<file path="config.mk">
export PLATFORM = sky130hd
export DESIGN_NAME = cache_ctrl
export DESIGN_NICKNAME = d
export VERILOG_FILES = /design/src/rtl/cache_pkg.sv /design/src/rtl/tag_valid_store.sv /design/src/rtl/cache_ctrl.sv
export SDC_FILE = /design/constraint.sdc
export NUM_CORES = 1
export LEC_CHECK = 0
export ABC_AREA = 1
export BUFFER_PORTS_ARGS = -buffer_cell sky130_fd_sc_hd__clkbuf_2
export CORE_UTILIZATION = 40
export CTS_BUF_LIST = sky130_fd_sc_hd__clkbuf_8 sky130_fd_sc_hd__clkbuf_16
export DETAILED_ROUTE_END_ITERATION = 8
export SKIP_CTS_REPAIR_TIMING = 1
export SYNTH_ARGS = -nofsm -noshare
export SYNTH_HDL_FRONTEND = slang
export SYNTH_HIERARCHICAL = 1
export SYNTH_SLANG_ARGS = --single-unit
</file>
<file path="constraint.sdc">
create_clock -name CLK -period 3.2 [get_ports CLK]
set_input_delay 0.8 -clock CLK [delete_from_list [all_inputs] [get_ports CLK]]
set_output_delay 0.8 -clock CLK [all_outputs]
set_load 0.02 [all_outputs]
</file>
<file path="src/rtl/cache_pkg.sv">
// cache_pkg: shared cache geometry defaults and controller state encoding
package cache_pkg;
  localparam int ADDR_W = 10;
  localparam int INDEX_W = 5;
  localparam int OFFSET_W = 2;
  localparam int TAG_W = ADDR_W - INDEX_W - OFFSET_W;
  typedef enum logic [1:0] {IDLE, REFILL, WRITE, WDONE} state_t;
endpackage

</file>
<file path="src/rtl/tag_valid_store.sv">
// tag_valid_store: per-line tag and valid arrays with one write port and a combinational lookup
module tag_valid_store #(
  parameter int INDEX_W = cache_pkg::INDEX_W,
  parameter int TAG_W = cache_pkg::TAG_W
) (
  input  logic               clk,
  input  logic               rst_n,
  input  logic [INDEX_W-1:0] rd_idx,
  input  logic [TAG_W-1:0]   rd_tag,
  output logic               hit,
  input  logic               wr_en,
  input  logic [INDEX_W-1:0] wr_idx,
  input  logic [TAG_W-1:0]   wr_tag,
  input  logic               wr_valid
);
  localparam int LINES = 1 << INDEX_W;
  logic [LINES-1:0] valid;
  logic [TAG_W-1:0] tags [LINES];
  assign hit = valid[rd_idx] && tags[rd_idx] == rd_tag;
  // valid bits clear on reset; a write either invalidates or validates one line
  always_ff @(posedge clk)
    if (!rst_n) valid <= '0;
    else if (wr_en) valid[wr_idx] <= wr_valid;
  // tags carry no reset: they are meaningless until their valid bit is set
  always_ff @(posedge clk)
    if (wr_en) tags[wr_idx] <= wr_tag;
endmodule

</file>
<file path="src/rtl/cache_ctrl.sv">
// cache_ctrl: direct-mapped write-through no-write-allocate cache controller
module cache_ctrl #(
  parameter int ADDR_W = cache_pkg::ADDR_W,
  parameter int INDEX_W = cache_pkg::INDEX_W,
  parameter int OFFSET_W = cache_pkg::OFFSET_W
) (
  input  logic                CLK,
  input  logic                RST,
  input  logic                MemReadCpu,
  input  logic                MemWriteCpu,
  input  logic [ADDR_W-1:0]   CpuAddr,
  output logic                Stall,
  output logic                Hit,
  output logic                CacheWE,
  output logic                CacheFill,
  output logic [OFFSET_W-1:0] CacheWordSel,
  output logic                MemRead,
  output logic                MemWrite,
  output logic [ADDR_W-1:0]   MemAddr,
  input  logic                MemAck
);
  import cache_pkg::*;
  localparam int TAG_W = ADDR_W - INDEX_W - OFFSET_W;
  state_t state, cur;
  logic [ADDR_W-1:0] lat;
  logic [OFFSET_W-1:0] cnt;
  logic lat_hit, hit_raw, miss, wr_en, wr_valid;
  logic [INDEX_W-1:0] wr_idx;
  tag_valid_store #(.INDEX_W(INDEX_W), .TAG_W(TAG_W)) u_store (
    .clk(CLK),
    .rst_n(RST),
    .rd_idx(CpuAddr[OFFSET_W +: INDEX_W]),
    .rd_tag(CpuAddr[ADDR_W-1 -: TAG_W]),
    .hit(hit_raw),
    .wr_en(wr_en),
    .wr_idx(wr_idx),
    .wr_tag(lat[ADDR_W-1 -: TAG_W]),
    .wr_valid(wr_valid)
  );
  assign Hit = RST & hit_raw;
  // while reset is held the controller behaves as idle with nothing cached
  always_comb begin
    cur = RST ? state : IDLE;
    Stall = cur == IDLE ? (MemWriteCpu | (MemReadCpu & ~Hit)) : cur != WDONE;
    MemRead = cur == REFILL;
    MemWrite = cur == WRITE;
    CacheFill = cur == REFILL;
    CacheWE = MemAck & (cur == REFILL | (cur == WRITE & lat_hit));
    CacheWordSel = cur == REFILL ? cnt : lat[OFFSET_W-1:0];
    MemAddr = cur == REFILL ? {lat[ADDR_W-1:OFFSET_W], cnt} : lat;
    miss = cur == IDLE & MemReadCpu & ~MemWriteCpu & ~Hit;
    wr_en = miss | (cur == REFILL & MemAck & &cnt);
    wr_idx = miss ? CpuAddr[OFFSET_W +: INDEX_W] : lat[OFFSET_W +: INDEX_W];
    wr_valid = ~miss;
  end
  // sequencing of refills and write-through stores; the victim line is invalidated when its refill starts
  always_ff @(posedge CLK)
    if (!RST) begin
      state <= IDLE;
      cnt <= '0;
    end else
      case (state)
        IDLE:
          if (MemWriteCpu) begin
            lat <= CpuAddr;
            lat_hit <= Hit;
            state <= WRITE;
          end else if (MemReadCpu && !Hit) begin
            lat <= CpuAddr;
            cnt <= '0;
            state <= REFILL;
          end
        REFILL:
          if (MemAck) begin
            cnt <= cnt + 1'b1;
            state <= &cnt ? IDLE : REFILL;
          end
        WRITE: state <= MemAck ? WDONE : WRITE;
        default: state <= IDLE;
      endcase
endmodule

</file>
# [Word level (Yosys, flattened, before mapping)]
# Memories as Yosys holds them, arrays and structs flattened.
# Index checks and enable logic that the tools add are counted.
[totals] word_cells=72 reg_bits=47 out_inout_bits=18 in_bits=15 mem_count=1 ramBits=96
[classes] n_bitwise=15 n_lt_le_gt_ge=3 n_mux=24 add_sub_neg=1 eq_ne=10 reduce_logical=13
[mem_list] memory="u_store.tags" words=32 width=3 read_ports=1 rd_clocked_by_memory_dff=0 write_ports=1 line="tag_valid_store.sv:18" source="logic [TAG_W-1:0] tags [LINES];"
[op_table] operator="bitwise mux 32 bit" n=1
[op_table] operator="two-way mux 10 bit" n=2
[op_table] operator="two-way mux 2 bit" n=9
[op_table] operator="< comparator 5 x 6 -> 1 bit, second input constant" n=2
[op_table] operator="bitwise AND 1 bit" n=9
[op_table] operator="!= test 2 bit, second input constant" n=4
[op_table] operator="two-way mux 1 bit" n=7
[op_table] operator="one-hot mux 2 bit (3 select lines)" n=1
[op_table] operator="AND reduction 3 bit" n=2
[op_table] operator="binary-select mux 1 bit (select 5 bit)" n=1
[op_table] operator="demux 1 bit (select 5 bit)" n=1
[op_table] operator=">= comparator 5 x 1 -> 1 bit, second input constant" n=1
[op_table] operator="two-way mux 5 bit" n=1
[op_table] operator="== test 2 x 1 -> 1 bit, second input constant" n=2
[op_table] operator="== test 2 bit, second input constant" n=2
[op_table] operator="zero test 2 bit" n=2
[op_table] operator="one-hot mux 2 bit (2 select lines)" n=1
[op_table] operator="AND reduction 2 bit" n=2
[op_table] operator="AND reduction 4 bit" n=1
[op_table] operator="nonzero test 2 bit" n=2
[op_table] operator="== test 3 bit" n=1
[op_table] operator="logical AND 1 bit" n=3
[op_table] operator="!= test 3 bit, second input constant" n=1
[op_table] operator="inverter 1 bit" n=3
[op_table] operator="3 further kinds" n=5

# [Longest topological paths before layout]
[depth] depth_word=12 mapped_depth=29 ltp_nobuf=25

# [By module]
# The synthesis kept the hierarchy.
[modules_own_cells] mod="tag_valid_store" area_per_inst_um2=5640.4 cells_each=613 seq_area_each_um2=3523.4 n_inst=1
[modules_own_cells] mod="cache_ctrl" area_per_inst_um2=860.8 cells_each=94 seq_area_each_um2=410.4 n_inst=1

# [Worst setup path before layout]
# Ideal clock, no wire load.
[synth_path] path_type="input -> register" start="in CpuAddr[2]" end="mem u_store/tags[15][0] (netlist bit), enable pin" setup_slack_ns=-0.215 arrival_time_ns=3.091 path_buffers=5 setup_ns=0.324 t_required_ns=2.876 path_stages=24 cell_sequence="buf_6 -> inv_4 -> buf_6 -> buf_6 -> nand2_1 -> nand3_1 -> nand3_1 -> nand2_1 -> nand2_1 -> nand3_1 -> nand3b_1 -> nand3_1 -> nor2_1 -> nand2_1 -> nand2_1 -> inv_1 -> nand3_4 -> buf_8 -> o21ai_2 -> inv_1 -> nor3_1 -> inv_1 -> clkbuf_1 -> nor2_1"
[synth_via] elab_cells_between_ends=12 cone_classes="1 x eq/ne; 5 x mux; 4 x bitwise; 1 x reduce/logical; 1 x memory"
[synth_lines] element="start: declaration" line="cache_ctrl.sv:11" source="input logic [ADDR_W-1:0] CpuAddr,"
[synth_lines] element="memory (32 x 3 bit) / binary-select mux 1 bit (select 5 bit) (equally long branches)"
[synth_lines] element="== test 3 bit / two-way mux 1 bit (equally long branches)" line="tag_valid_store.sv:19" source="assign hit = valid[rd_idx] && tags[rd_idx] == rd_tag;"
[synth_lines] element="logical AND 1 bit (*)" line="tag_valid_store.sv:19"
[synth_lines] element="named net hit_raw" line="cache_ctrl.sv:27" source="logic lat_hit, hit_raw, miss, wr_en, wr_valid;"
[synth_lines] element="bitwise AND 1 bit (*)" line="cache_ctrl.sv:40" source="assign Hit = RST & hit_raw;"
[synth_lines] element="inverter 1 bit (*)" line="cache_ctrl.sv:51" source="miss = cur == IDLE & MemReadCpu & ~MemWriteCpu & ~Hit;"
[synth_lines] element="bitwise AND 1 bit (*)" line="cache_ctrl.sv:51"
[synth_lines] element="two-way mux 5 bit (*)" line="cache_ctrl.sv:53" source="wr_idx = miss ? CpuAddr[OFFSET_W +: INDEX_W] : lat[OFFSET_W +: INDEX_W];"
[synth_lines] element="named net wr_idx[1]" line="cache_ctrl.sv:28" source="logic [INDEX_W-1:0] wr_idx;"
[synth_lines] element="end: declaration" line="tag_valid_store.sv:18"
# The timed path passes the listed nets; every way through them passes the cells marked *. The select of a mux whose other input is x is not followed.

# [Worst setup path in the final report]
[layout_path] start="in CpuAddr[2]" end="out Stall"
[layout_via] elab_chain_cells=8 elab_cells_between_ends=10 cone_classes="1 x eq/ne; 3 x mux; 4 x bitwise; 1 x reduce/logical; 1 x memory"
[layout_rtl] element="memory (32 x 3 bit) / binary-select mux 1 bit (select 5 bit) (equally long branches)"
[layout_rtl] element="== test 3 bit / two-way mux 1 bit (equally long branches)" line="tag_valid_store.sv:19"
[layout_rtl] element="logical AND 1 bit (*)" line="tag_valid_store.sv:19"
[layout_rtl] element="named net hit_raw" line="cache_ctrl.sv:27"
[layout_rtl] element="bitwise AND 1 bit (*)" line="cache_ctrl.sv:40"
[layout_rtl] element="inverter 1 bit (*)" line="cache_ctrl.sv:44" source="Stall = cur == IDLE ? (MemWriteCpu | (MemReadCpu & ~Hit)) : cur != WDONE;"
[layout_rtl] element="bitwise AND 1 bit (*)" line="cache_ctrl.sv:44"
[layout_rtl] element="bitwise OR 1 bit (*)" line="cache_ctrl.sv:44"
[layout_rtl] element="two-way mux 1 bit (*)" line="cache_ctrl.sv:44"
[layout_rtl] element="end: declaration" line="cache_ctrl.sv:12" source="output logic Stall,"
# Marks and branches as above.

==> flow_summary.json <==
{
  "synth_fa_ha_area_share_pct": 0.192,
  "run_status": "finished with violations",
  "power.switching_uw": 1260,
  "synth_nets": 723,
  "synth_top_family_by_area": "simple AND/OR/NAND/NOR gates",
  "p_int_uw": 3550,
  "ant_nets": 0,
  "drv_slew": 0,
  "drt-pass1-iter-count": 5,
  "nets": 822,
  "final_common_cell": "nand2_1",
  "ys_warn_count": 6,
  "cp.arrival_ps": 2660,
  "wl_per_cell_um": 18.8,
  "hp-start": "cnt[1]$_SDFFE_PN0P_",
  "fin_cells": 1035,
  "finalHoldViolCount": 0,
  "hold_path_class": "flop to flop",
  "whs_ps": 485,
  "syn_area_mm2": 0.00650,
  "rsz0062_at_grt": "true",
  "ir_worst_vdd_mv": 0.409,
  "synth_cell_types": 29,
  "clkPwrFrac_pct": 40.8,
  "reg2reg_to": "u_store/valid[5]$_SDFFE_PN0P_",
  "holdPathEnd": "cnt[1]$_SDFFE_PN0P_",
  "start_kind": "input pin",
  "synth_seq_area_share_pct": 60.5,
  "die_w_um": 129,
  "die-area_mm2": 0.0168,
  "crit_required_ps": 2400,
  "fin_crit_ps": 3460,
  "crit_top_cell": "nand2_1",
  "power_frac_comb_pct": 16.3,
  "clkSlewWorstSetupHoldPaths_ps": 50,
  "area_growth_pct": 40.7,
  "setup_ws_ps": -262,
  "cts.sinks": 143,
  "routed_via_density": 5.36,
  "final-setup-viol-count": 122,
  "crit_fanout": 8,
  "via_count": 5550,
  "io_buffers": 32,
  "hpwl_um": 11600,
  "cts_root_buf": "clkbuf_16",
  "r2r_start": "u_store/tags[26][2]$_DFFE_PP_",
  "cts_max_level": 4,
  "cap_viol_max_count": 0,
  "synthMuxAreaShare_pct": 0,
  "drt_iter0_markers": 499,
  "place_congestion": 0.920,
  "p_per_area_mw_per_mm2": 527,
  "drive_gt1_share_pct": 37.2,
  "rows": 46,
  "die_y_um": 129,
  "grt.overflow.total": 0,
  "synth-simple-area-share_pct": 27.1,
  "syn_inst": 707,
  "path_cells": "buf_16, clkinv_16, clkbuf_16, nand2_1, nand3_1, nand3_1, nand2_1, nand2_1, nand3_2, nand3b_1, nand3_2, nor2_4, nand2_2, nand2_4, inv_6, nor2_4, a21oi_2, buf_4",
  "initial_utilization_pct": 40.9,
  "cts_tree": "done",
  "cts_buffers": 17,
  "n_antenna_cell": 0,
  "grt_pass1_vias": 5139,
  "core-area_mm2": 0.0159,
  "drc": 0,
  "avgSynthCellArea_um2": 9.20,
  "grt_first_pass_wirelength_um": 26700,
  "critical_path_class": "input pin to output pin",
  "maxSlewHeadroom_pct": 71.7,
  "p_leak_uw": 0.00354,
  "pwr-share-seq_pct": 42.9,
  "dp.cells": 968,
  "violations": "negative setup slack",
  "synth-seq-cells": 143,
  "worstMarginPinSlew_ps": 424,
  "antenna_found_initial": 0,
  "p_sw_share_pct": 26.2,
  "cts.path.max_buffers": 2,
  "grt_max_degree": 34,
  "hold-path-cell-count": 2,
  "worst_path_largest_cell_delay_ps": 180,
  "end_kind": "output pin",
  "ff2ff_setup_slack_ps": 170,
  "grt_usage_pct": 21.8,
  "worst-r2r-cell-count": 25,
  "finClkSkew_ps": 8.32,
  "fin_crit_sh_pct": 108,
  "final_cell_mix": "nand2_1, edfxtp_1, nand3_1",
  "routed_wl_um": 19500,
  "synth_compound_area_share_pct": 4.72,
  "clock.fmax_mhz": 289,
  "cpMaxStageDelayCell": "clkbuf_16",
  "fin_util_pct": 57.6,
  "synthXorXnorAreaFrac_pct": 0,
  "ioPinCount": 33,
  "clk_latency_ps": 430
}
## kinds of logic after synthesis
family / after synthesis
buf+inv: 100
compound gates: 55
simple gates: 408
fa+ha+maj: 1
flops: 143
## power by group through the flow
| stage | registers [µW] | clock network (µW) | logic, µW |
|---|---|---|---|
| 2_1_floorplan | 2110 | 0 | 380 |
| 3_3_place_gp | 2100 | 0 | 573 |
| 3_5_place_dp | 2100 | 0 | 582 |
| 4_1_cts | 2060 | 1990 | 585 |
| 5_1_grt | 2070 | 2070 | 832 |
| 6_report | 2070 | 1970 | 784 |
## Yosys cell counts
cell type | count | area, µm²
o31ai_1 | 1 | 7.51
nor3_2 | 2 | 20.0
inv_4 | 1 | 6.26
or2_1 | 1 | 6.26
nand3_1 | 102 | 510
o21ai_0 | 28 | 140
o21ai_1 | 3 | 15.0
nor3_1 | 39 | 195
ha_1 | 1 | 12.5
o21ai_2 | 5 | 43.8
buf_8 | 1 | 15.0
buf_4 | 11 | 82.6
nor2_2 | 2 | 12.5
buf_2 | 11 | 55.1
dfxtp_1 | 36 | 721
buf_1 | 1 | 3.75
o211ai_1 | 4 | 30.0
edfxtp_1 | 107 | 3210
a21oi_1 | 14 | 70.1
nand2_1 | 170 | 638
clkbuf_1 | 15 | 56.3
nor2_1 | 85 | 319
nand3_4 | 1 | 17.5
inv_1 | 51 | 191
nand2_2 | 3 | 18.8
inv_2 | 3 | 11.3
nand4_1 | 1 | 6.26
buf_6 | 6 | 67.6
nand3b_1 | 2 | 15.0
## layout make-up
| cell class | instances | area (µm²) |
|---|---|---|
| Inverter | 55 | 279 |
| Clock buffer | 21 | 480 |
| Clock inverter | 11 | 115 |
| Timing Repair Buffer | 123 | 1240 |
| Fill cell | 1330 | 6740 |
| Tap cell | 216 | 270 |
| Multi-Input combinational cell | 465 | 2810 |
| Timing Repair inverter | 1 | 11.3 |
| Sequential cell | 143 | 3930 |
## state kept, by name, summed over array words and instances, names as in the netlist
register / flops
cnt: 2
lat_hit: 1
u_store/tags: 96
lat: 10
state: 2
u_store/valid: 32
## per-stage QoR
| stage | total power [µW] | cell area [µm²] | setup TNS (ps) | worst slack [ps] |
|---|---|---|---|---|
| global placement | 2680 | 7490 | -103140 | -920 |
| finish | 4820 | 9150 | -11380 | -262 |
| floorplan | 2490 | 6890 | -9430 | -120 |
| CTS | 4640 | 8080 | -58570 | -677 |
| detailed placement | 2690 | 7490 | -115210 | -983 |
| global route | 4970 | 9150 | -32650 | -380 |
## critical path, delay by kind of cell
family | cells | cell delay (ps)
AO/OA/AOI/OAI | 1 | 70
buffers and inverters | 5 | 620
AND/OR/NAND/NOR | 12 | 1150
## metal layers
layer  global-route usage (%)  part of all wire [%]  vias to the layer above  routed length, µm
met5                        0                     0                        -                  0
met4                     10.1                   4.0                        0                788
met3                     4.46                   6.1                       56               1190
met2                     37.6                    49                      226               9470
met1                     26.2                    41                     2686               8020
li1                         -                     -                     2582                  -
## worst max path at each step
stage / start / endpoint / slack, ps
global placement: CpuAddr[2] / u_store/valid[1]$_SDFFE_PN0P_ / -920
detailed placement: CpuAddr[2] / u_store/valid[1]$_SDFFE_PN0P_ / -980
CTS: CpuAddr[2] / Stall / -680
floorplan: CpuAddr[2] / u_store/tags[15][0]$_DFFE_PP_ / -120
finish: CpuAddr[2] / Stall / -260
global route: CpuAddr[2] / Stall / -380
Power figures use the tool's default switching activity.
